==> src/rtl/ofdm_tx_pkg.sv <==
// ofdm_tx_pkg: shared constants, puncture tables and helpers for the OFDM transmit path.
package ofdm_tx_pkg;

    localparam int K = 7;
    localparam logic [K-1:0] G0 = 7'o133;
    localparam logic [K-1:0] G1 = 7'o171;

    localparam logic [1:0] RATE_1_2 = 2'b00;
    localparam logic [1:0] RATE_2_3 = 2'b01;
    localparam logic [1:0] RATE_3_4 = 2'b10;

    // {keep_a, keep_b} per puncture phase; phase 0 in the low pair
    localparam logic [3:0] PUNCT_2_3 = {2'b10, 2'b11};
    localparam logic [5:0] PUNCT_3_4 = {2'b01, 2'b10, 2'b11};

    typedef enum logic [1:0] {ST_IDLE, ST_DATA, ST_TAIL} enc_state_e;

    function automatic logic [1:0] rate_norm(input logic [1:0] r);
        return (r == 2'b11) ? RATE_1_2 : r;
    endfunction

    // Generator MSB taps the current bit; lower bits tap s[0] (delay 1) downwards
    function automatic logic conv_bit(input logic [K-1:0] g, input logic b, input logic [K-2:0] s);
        logic r;
        r = g[K-1] & b;
        for (int i = 0; i < K-1; i++) r ^= g[K-2-i] & s[i];
        return r;
    endfunction

endpackage

==> src/rtl/conv_encoder_tx_if.sv <==
// conv_encoder_tx_if: serial data input and coded pair output streams of the encoder.
interface conv_encoder_tx_if;
    logic       di_valid;
    logic       di_ready;
    logic       di_bit;
    logic       di_last;
    logic [1:0] di_rate;
    logic       do_valid;
    logic       do_ready;
    logic       do_a;
    logic       do_b;
    logic [1:0] do_keep;
    logic       do_last;

    modport master (
        output di_valid, di_bit, di_last, di_rate, do_ready,
        input  di_ready, do_valid, do_a, do_b, do_keep, do_last
    );

    modport slave (
        input  di_valid, di_bit, di_last, di_rate, do_ready,
        output di_ready, do_valid, do_a, do_b, do_keep, do_last
    );
endinterface

==> src/rtl/conv_punct_gen.sv <==
// conv_punct_gen: puncture phase counter producing the {keep_a, keep_b} mask for each encode step.
module conv_punct_gen
    import ofdm_tx_pkg::*;
(
    input  logic       clk,
    input  logic       rst_n,
    input  logic [1:0] rate_i,
    input  logic       step_i,
    input  logic       start_i,
    output logic [1:0] keep_o
);

    logic [1:0] phase_q, phase_d, ph, ph_last;

    // Frame start forces phase 0 for the step that opens the frame
    always_comb begin
        ph      = start_i ? 2'd0 : phase_q;
        ph_last = (rate_i == RATE_2_3) ? 2'd1 : (rate_i == RATE_3_4) ? 2'd2 : 2'd0;
        phase_d = !step_i ? phase_q : (ph == ph_last) ? 2'd0 : ph + 2'd1;
        keep_o  = (rate_i == RATE_2_3) ? PUNCT_2_3[{ph[0], 1'b0} +: 2] :
                  (rate_i == RATE_3_4) ? PUNCT_3_4[{ph, 1'b0} +: 2] : 2'b11;
    end

    always_ff @(posedge clk or negedge rst_n)
        if (!rst_n) phase_q <= 2'd0;
        else        phase_q <= phase_d;

endmodule

==> src/rtl/conv_encoder_tx.sv <==
// conv_encoder_tx: K=7 rate-1/2 convolutional encoder (133/171) with zero tail and puncture keep mask.
module conv_encoder_tx
    import ofdm_tx_pkg::*;
(
    input  logic             clk,
    input  logic             rst_n,
    conv_encoder_tx_if.slave bus
);

    enc_state_e state_q;
    logic [K-2:0] sr_q;
    logic [2:0]   tail_q;
    logic [1:0]   rate_q, rate_d, keep;
    logic         do_valid_q, do_a_q, do_b_q, do_last_q;
    logic [1:0]   do_keep_q;
    logic         advance, xfer, step, start, b;

    assign advance = !do_valid_q || bus.do_ready;
    assign bus.di_ready = advance && (state_q != ST_TAIL) && rst_n;
    assign xfer  = bus.di_valid && bus.di_ready;
    assign step  = xfer || (state_q == ST_TAIL && advance);
    assign start = xfer && (state_q == ST_IDLE);
    assign b     = (state_q == ST_TAIL) ? 1'b0 : bus.di_bit;
    assign rate_d = start ? rate_norm(bus.di_rate) : rate_q;

    conv_punct_gen u_punct (
        .clk    (clk),
        .rst_n  (rst_n),
        .rate_i (rate_d),
        .step_i (step),
        .start_i(start),
        .keep_o (keep)
    );

    always_ff @(posedge clk or negedge rst_n) begin
        if (!rst_n) begin
            state_q    <= ST_IDLE;
            sr_q       <= '0;
            tail_q     <= '0;
            rate_q     <= RATE_1_2;
            do_valid_q <= 1'b0;
            do_a_q     <= 1'b0;
            do_b_q     <= 1'b0;
            do_keep_q  <= 2'b00;
            do_last_q  <= 1'b0;
        end else begin
            rate_q <= rate_d;
            if (advance) do_valid_q <= step;
            if (step) begin
                do_a_q    <= conv_bit(G0, b, sr_q);
                do_b_q    <= conv_bit(G1, b, sr_q);
                do_keep_q <= keep;
                do_last_q <= (state_q == ST_TAIL) && (tail_q == 3'(K-2));
                sr_q      <= {sr_q[K-3:0], b};
            end
            case (state_q)
                ST_IDLE: begin
                    tail_q <= '0;
                    if (xfer) state_q <= bus.di_last ? ST_TAIL : ST_DATA;
                    else      sr_q    <= '0;
                end
                ST_DATA: if (xfer && bus.di_last) begin
                    state_q <= ST_TAIL;
                    tail_q  <= '0;
                end
                ST_TAIL: if (advance) begin
                    tail_q <= tail_q + 3'd1;
                    if (tail_q == 3'(K-2)) state_q <= ST_IDLE;
                end
                default: state_q <= ST_IDLE;
            endcase
        end
    end

    assign bus.do_valid = do_valid_q;
    assign bus.do_a     = do_a_q;
    assign bus.do_b     = do_b_q;
    assign bus.do_keep  = do_keep_q;
    assign bus.do_last  = do_last_q;

endmodule

==> src/flat_wrapper.sv <==
// flat-port wrapper written by rule: the top's interface ports become plain ports
module conv_encoder_tx_flat import ofdm_tx_pkg::*;
  (clk, rst_n, bus_di_valid, bus_di_bit, bus_di_last, bus_di_rate, bus_do_ready, bus_di_ready, bus_do_valid, bus_do_a, bus_do_b, bus_do_keep, bus_do_last);
  conv_encoder_tx_if bus_i ();
  input  logic clk;
  input  logic rst_n;
  input wire logic [$bits(bus_i.di_valid)-1:0] bus_di_valid;
  input wire logic [$bits(bus_i.di_bit)-1:0] bus_di_bit;
  input wire logic [$bits(bus_i.di_last)-1:0] bus_di_last;
  input wire logic [$bits(bus_i.di_rate)-1:0] bus_di_rate;
  input wire logic [$bits(bus_i.do_ready)-1:0] bus_do_ready;
  output wire logic [$bits(bus_i.di_ready)-1:0] bus_di_ready;
  output wire logic [$bits(bus_i.do_valid)-1:0] bus_do_valid;
  output wire logic [$bits(bus_i.do_a)-1:0] bus_do_a;
  output wire logic [$bits(bus_i.do_b)-1:0] bus_do_b;
  output wire logic [$bits(bus_i.do_keep)-1:0] bus_do_keep;
  output wire logic [$bits(bus_i.do_last)-1:0] bus_do_last;
  assign bus_i.di_valid = bus_di_valid;
  assign bus_i.di_bit = bus_di_bit;
  assign bus_i.di_last = bus_di_last;
  assign bus_i.di_rate = bus_di_rate;
  assign bus_i.do_ready = bus_do_ready;
  assign bus_di_ready = bus_i.di_ready;
  assign bus_do_valid = bus_i.do_valid;
  assign bus_do_a = bus_i.do_a;
  assign bus_do_b = bus_i.do_b;
  assign bus_do_keep = bus_i.do_keep;
  assign bus_do_last = bus_i.do_last;
  conv_encoder_tx u_core (.clk(clk), .rst_n(rst_n), .bus(bus_i));
endmodule
==> config.mk <==
export PLATFORM = sky130hd
export DESIGN_NAME = conv_encoder_tx_flat
export DESIGN_NICKNAME = d
export VERILOG_FILES = /design/src/rtl/ofdm_tx_pkg.sv /design/src/rtl/conv_encoder_tx_if.sv /design/src/rtl/conv_punct_gen.sv /design/src/rtl/conv_encoder_tx.sv /design/src/flat_wrapper.sv
export SDC_FILE = /design/constraint.sdc
export NUM_CORES = 1
export LEC_CHECK = 0
export ABC_AREA = 1
export BUFFER_PORTS_ARGS = -buffer_cell sky130_fd_sc_hd__buf_2
export CAP_MARGIN = 20
export CORE_UTILIZATION = 31
export CTS_BUF_LIST = sky130_fd_sc_hd__clkbuf_8
export CTS_CLUSTER_SIZE = 40
export DETAILED_ROUTE_END_ITERATION = 7
export PLACE_DENSITY = 0.52
export SYNTH_ARGS = -nofsm -noshare
export SYNTH_HDL_FRONTEND = slang
export SYNTH_SLANG_ARGS = --single-unit
==> constraint.sdc <==
create_clock -name clk -period 2.2 [get_ports clk]
set_clock_uncertainty 0.15 [all_clocks]
set_input_delay 0.44 -clock clk [delete_from_list [all_inputs] [get_ports clk]]
set_output_delay 0.44 -clock clk [all_outputs]
set_load 0.05 [all_outputs]
==> qor.csv <==
metric,value,unit
crit_chain,nand2_4 > nand2_1 > nor2_4 > buf_2,
row_count,22,
grt_pass1_vias,1001,
finalCritPeriodShare,90.25,%
io_buffers,14,
fin_crit,1.986,ns
cts_resized,0,
synthFlopType,dfrtp_1,
grt_setup_unrepaired,false,
worst_pin_slew,0.3477,ns
use_met3,3.750,%
cts_setup_buffers,0,
powerDensity,1340,nW/um^2
synth_enable_flop_cells,0,
clockRootBuffer,clkbuf_8,
finalNonFillerCells,212,
cp-start-kind,flop,
postLayoutCoreUtil,37.25,%
syn_nets,156,
hold_violations,0,
grt_antenna_before_repair,0,
core,3661,sq um
dp.cells,208,
cts_tree,built,
clk_pin_slew,0.08,ns
final_area,1364,sq um
drv_slew,0,
cp_data_required_time,1.61,ns
syn_to_final_growth,14.50,%
yosys.area.top_type_share,44.12,%
die_x,63.99,um
dp_hpwl,1792,um
grt_util_met1,17.82,%
dieArea,4094,sq um
grt_max_degree,22,
yosys.area.top_type,dfrtp_1,
yosys_warnings,0,
setup_viol,0,
yosysSeqAreaShare,44.12,%
gp_congestion,0.7931,
status,finished clean,
cts_max_path_buffers,2,
yosysUniqueCellTypes,25,
max_freq,0.5036,GHz
antenna_cells,0,
io_pins,15,
viasPerCell,4.410,
cts_sinks,21,
yosys-top-cells-area,"dfrtp_1 44%, nand2_1 13%, inv_1 6.6%",
routed_wl,2356,um
use_met2,22.21,%
worst-endpoint-arrival,1.40,ns
wl_per_cell,11.11,um
clock_latency,0.26,ns
start_util,32.54,%
dr_total_vias,935,
gr-max-usage-layer,met2,
cts_hold_buf,0,
yosysMostFrequentCell,nand2_1,
tns,0,ns
syn-cell-area,1191,sq um
numCtsBuffers,3,
hp-class,in2async,
drc,0,
postSynthCellCount,146,
relSlewSlack,76.82,%
critPathCaptureType,primary output,
drtIter0Drc,43,
fp.dieH,63.99,um
netlist_top_cells_count,"41 x nand2_1, 21 x dfrtp_1, 21 x inv_1, 7 x nor2_1, 6 x nand3_1",
syn_area_per_cell,8.159,sq um
crit_fanout,6,
ys_ff_latch,21,
final_nets,175,
final_layout_size_suffix_gt1_share,25.00,%
async_flop_share,100.0,%
slowest_delay,0.50,ns
critPathSlowestCell,dfrtp_1,
crit_type,reg2out,
ir_drop,0.4577,mV
track_usage,13.90,%
postRouteAntennaNets,0,
h-tree-depth,1,
drv_cap,0,
dr.pass1.iters,4,
grt-ovfl-total,0,
dpl_cell_area,1318,sq um
grt_pass1_wl,4388,um
p_leak,0.7007,nW
## layer usage
metal,vias up,part of all wire [%]
met5,-,0
met4,0,0.76
met3,2,2.8
met2,9,47
met1,426,49
li1,498,-
## final cells by class
class	count	area, sq um
inverter	24	92.59
clock buffer	3	41.29
fill	394	2297
sequential	21	525.5
timing repair buffer	15	77.57
multi-input combinational	100	561.8
clock inverter	1	5.005
tap	48	60.06
## flip-flops by register name, summed over array words and instances (netlist names)
register and flops:
u_core.bus.do_a 1, u_core.bus.do_b 1, u_core.bus.do_keep 2, u_core.bus.do_last 1, u_core.bus.do_valid 1, u_core.rate_q 2
u_core.sr_q 6, u_core.state_q 2, u_core.tail_q 3, u_core.u_punct.phase_q 2
## logic make-up (layout without fill, tap and decap cells)
| logic type | after synthesis | in the layout | synth area share [%] |
|---|---|---|---|
| XOR/XNOR | 5 | 5 | 3.677 |
| adder cells (fa/ha/maj) | 2 | 2 | 2.101 |
| AND/OR/NAND/NOR | 71 | 71 | 29.73 |
| buffers and inverters | 25 | 43 | 8.719 |
| flip-flops | 21 | 21 | 44.12 |
| AO/OA/AOI/OAI | 22 | 22 | 11.66 |
## worst max-delay path, delay by kind of cell, from the launching register on
| family | cells | cell delay (ns) |
|---|---|---|
| DFF | 1 | 0.50 |
| and+or+nand+nor | 3 | 0.36 |
| buffers and inverters | 1 | 0.27 |
## final timing paths
kind / from / to / slack, ns / depth (start not counted)
max: u_core.state_q[1] / bus_di_ready / 0.21 / 4
min in group clk: bus_di_last / u_core.state_q[0] / 0.32 / 4
max in group asynchronous: rst_n / u_core.state_q[1] / 1.64 / 2
max reg2reg: u_core.state_q[1] / u_core.u_punct.phase_q[1] / 0.39 / 8
min: rst_n / u_core.bus.do_valid / 0.04 / 2
min reg2reg: u_core.bus.do_a / u_core.bus.do_a / 0.34 / 2
## cell usage in the layout (no fill, tap or decap), drive strengths merged
master	instances
nor2	9
nand3	6
nand4	5
xor2	3
buf	15
or2	2
xnor2	2
dfrtp	21
or2b	1
o22ai	5
o21ai	11
nand2	47
a21oi	6
clkbuf	3
nor3	1
inv	24
clkinv	1
ha	2
## power breakdown
| group | internal, mW | switching (mW) | leakage (nW) |
|---|---|---|---|
| combinational | 0.298 | 0.660 | 0.404 |
| sequential | 0.509 | 0.102 | 0.271 |
| clock | 0.126 | 0.133 | 0.0255 |
| total | 0.933 | 0.894 | 0.701 |
## per-stage QoR
stage	hold WS, ns	power, mW	setup slack (ns)
2_1_floorplan	-0.005591	1.391	0.1323
3_3_place_gp	0.3259	1.570	0.3365
3_5_place_dp	0.3281	1.580	0.3434
4_1_cts	0.05733	1.851	0.2078
5_1_grt	0.07520	1.994	0.1363
6_report	0.03861	1.828	0.2145
No activity file was read; power rests on OpenSTA's default activity.
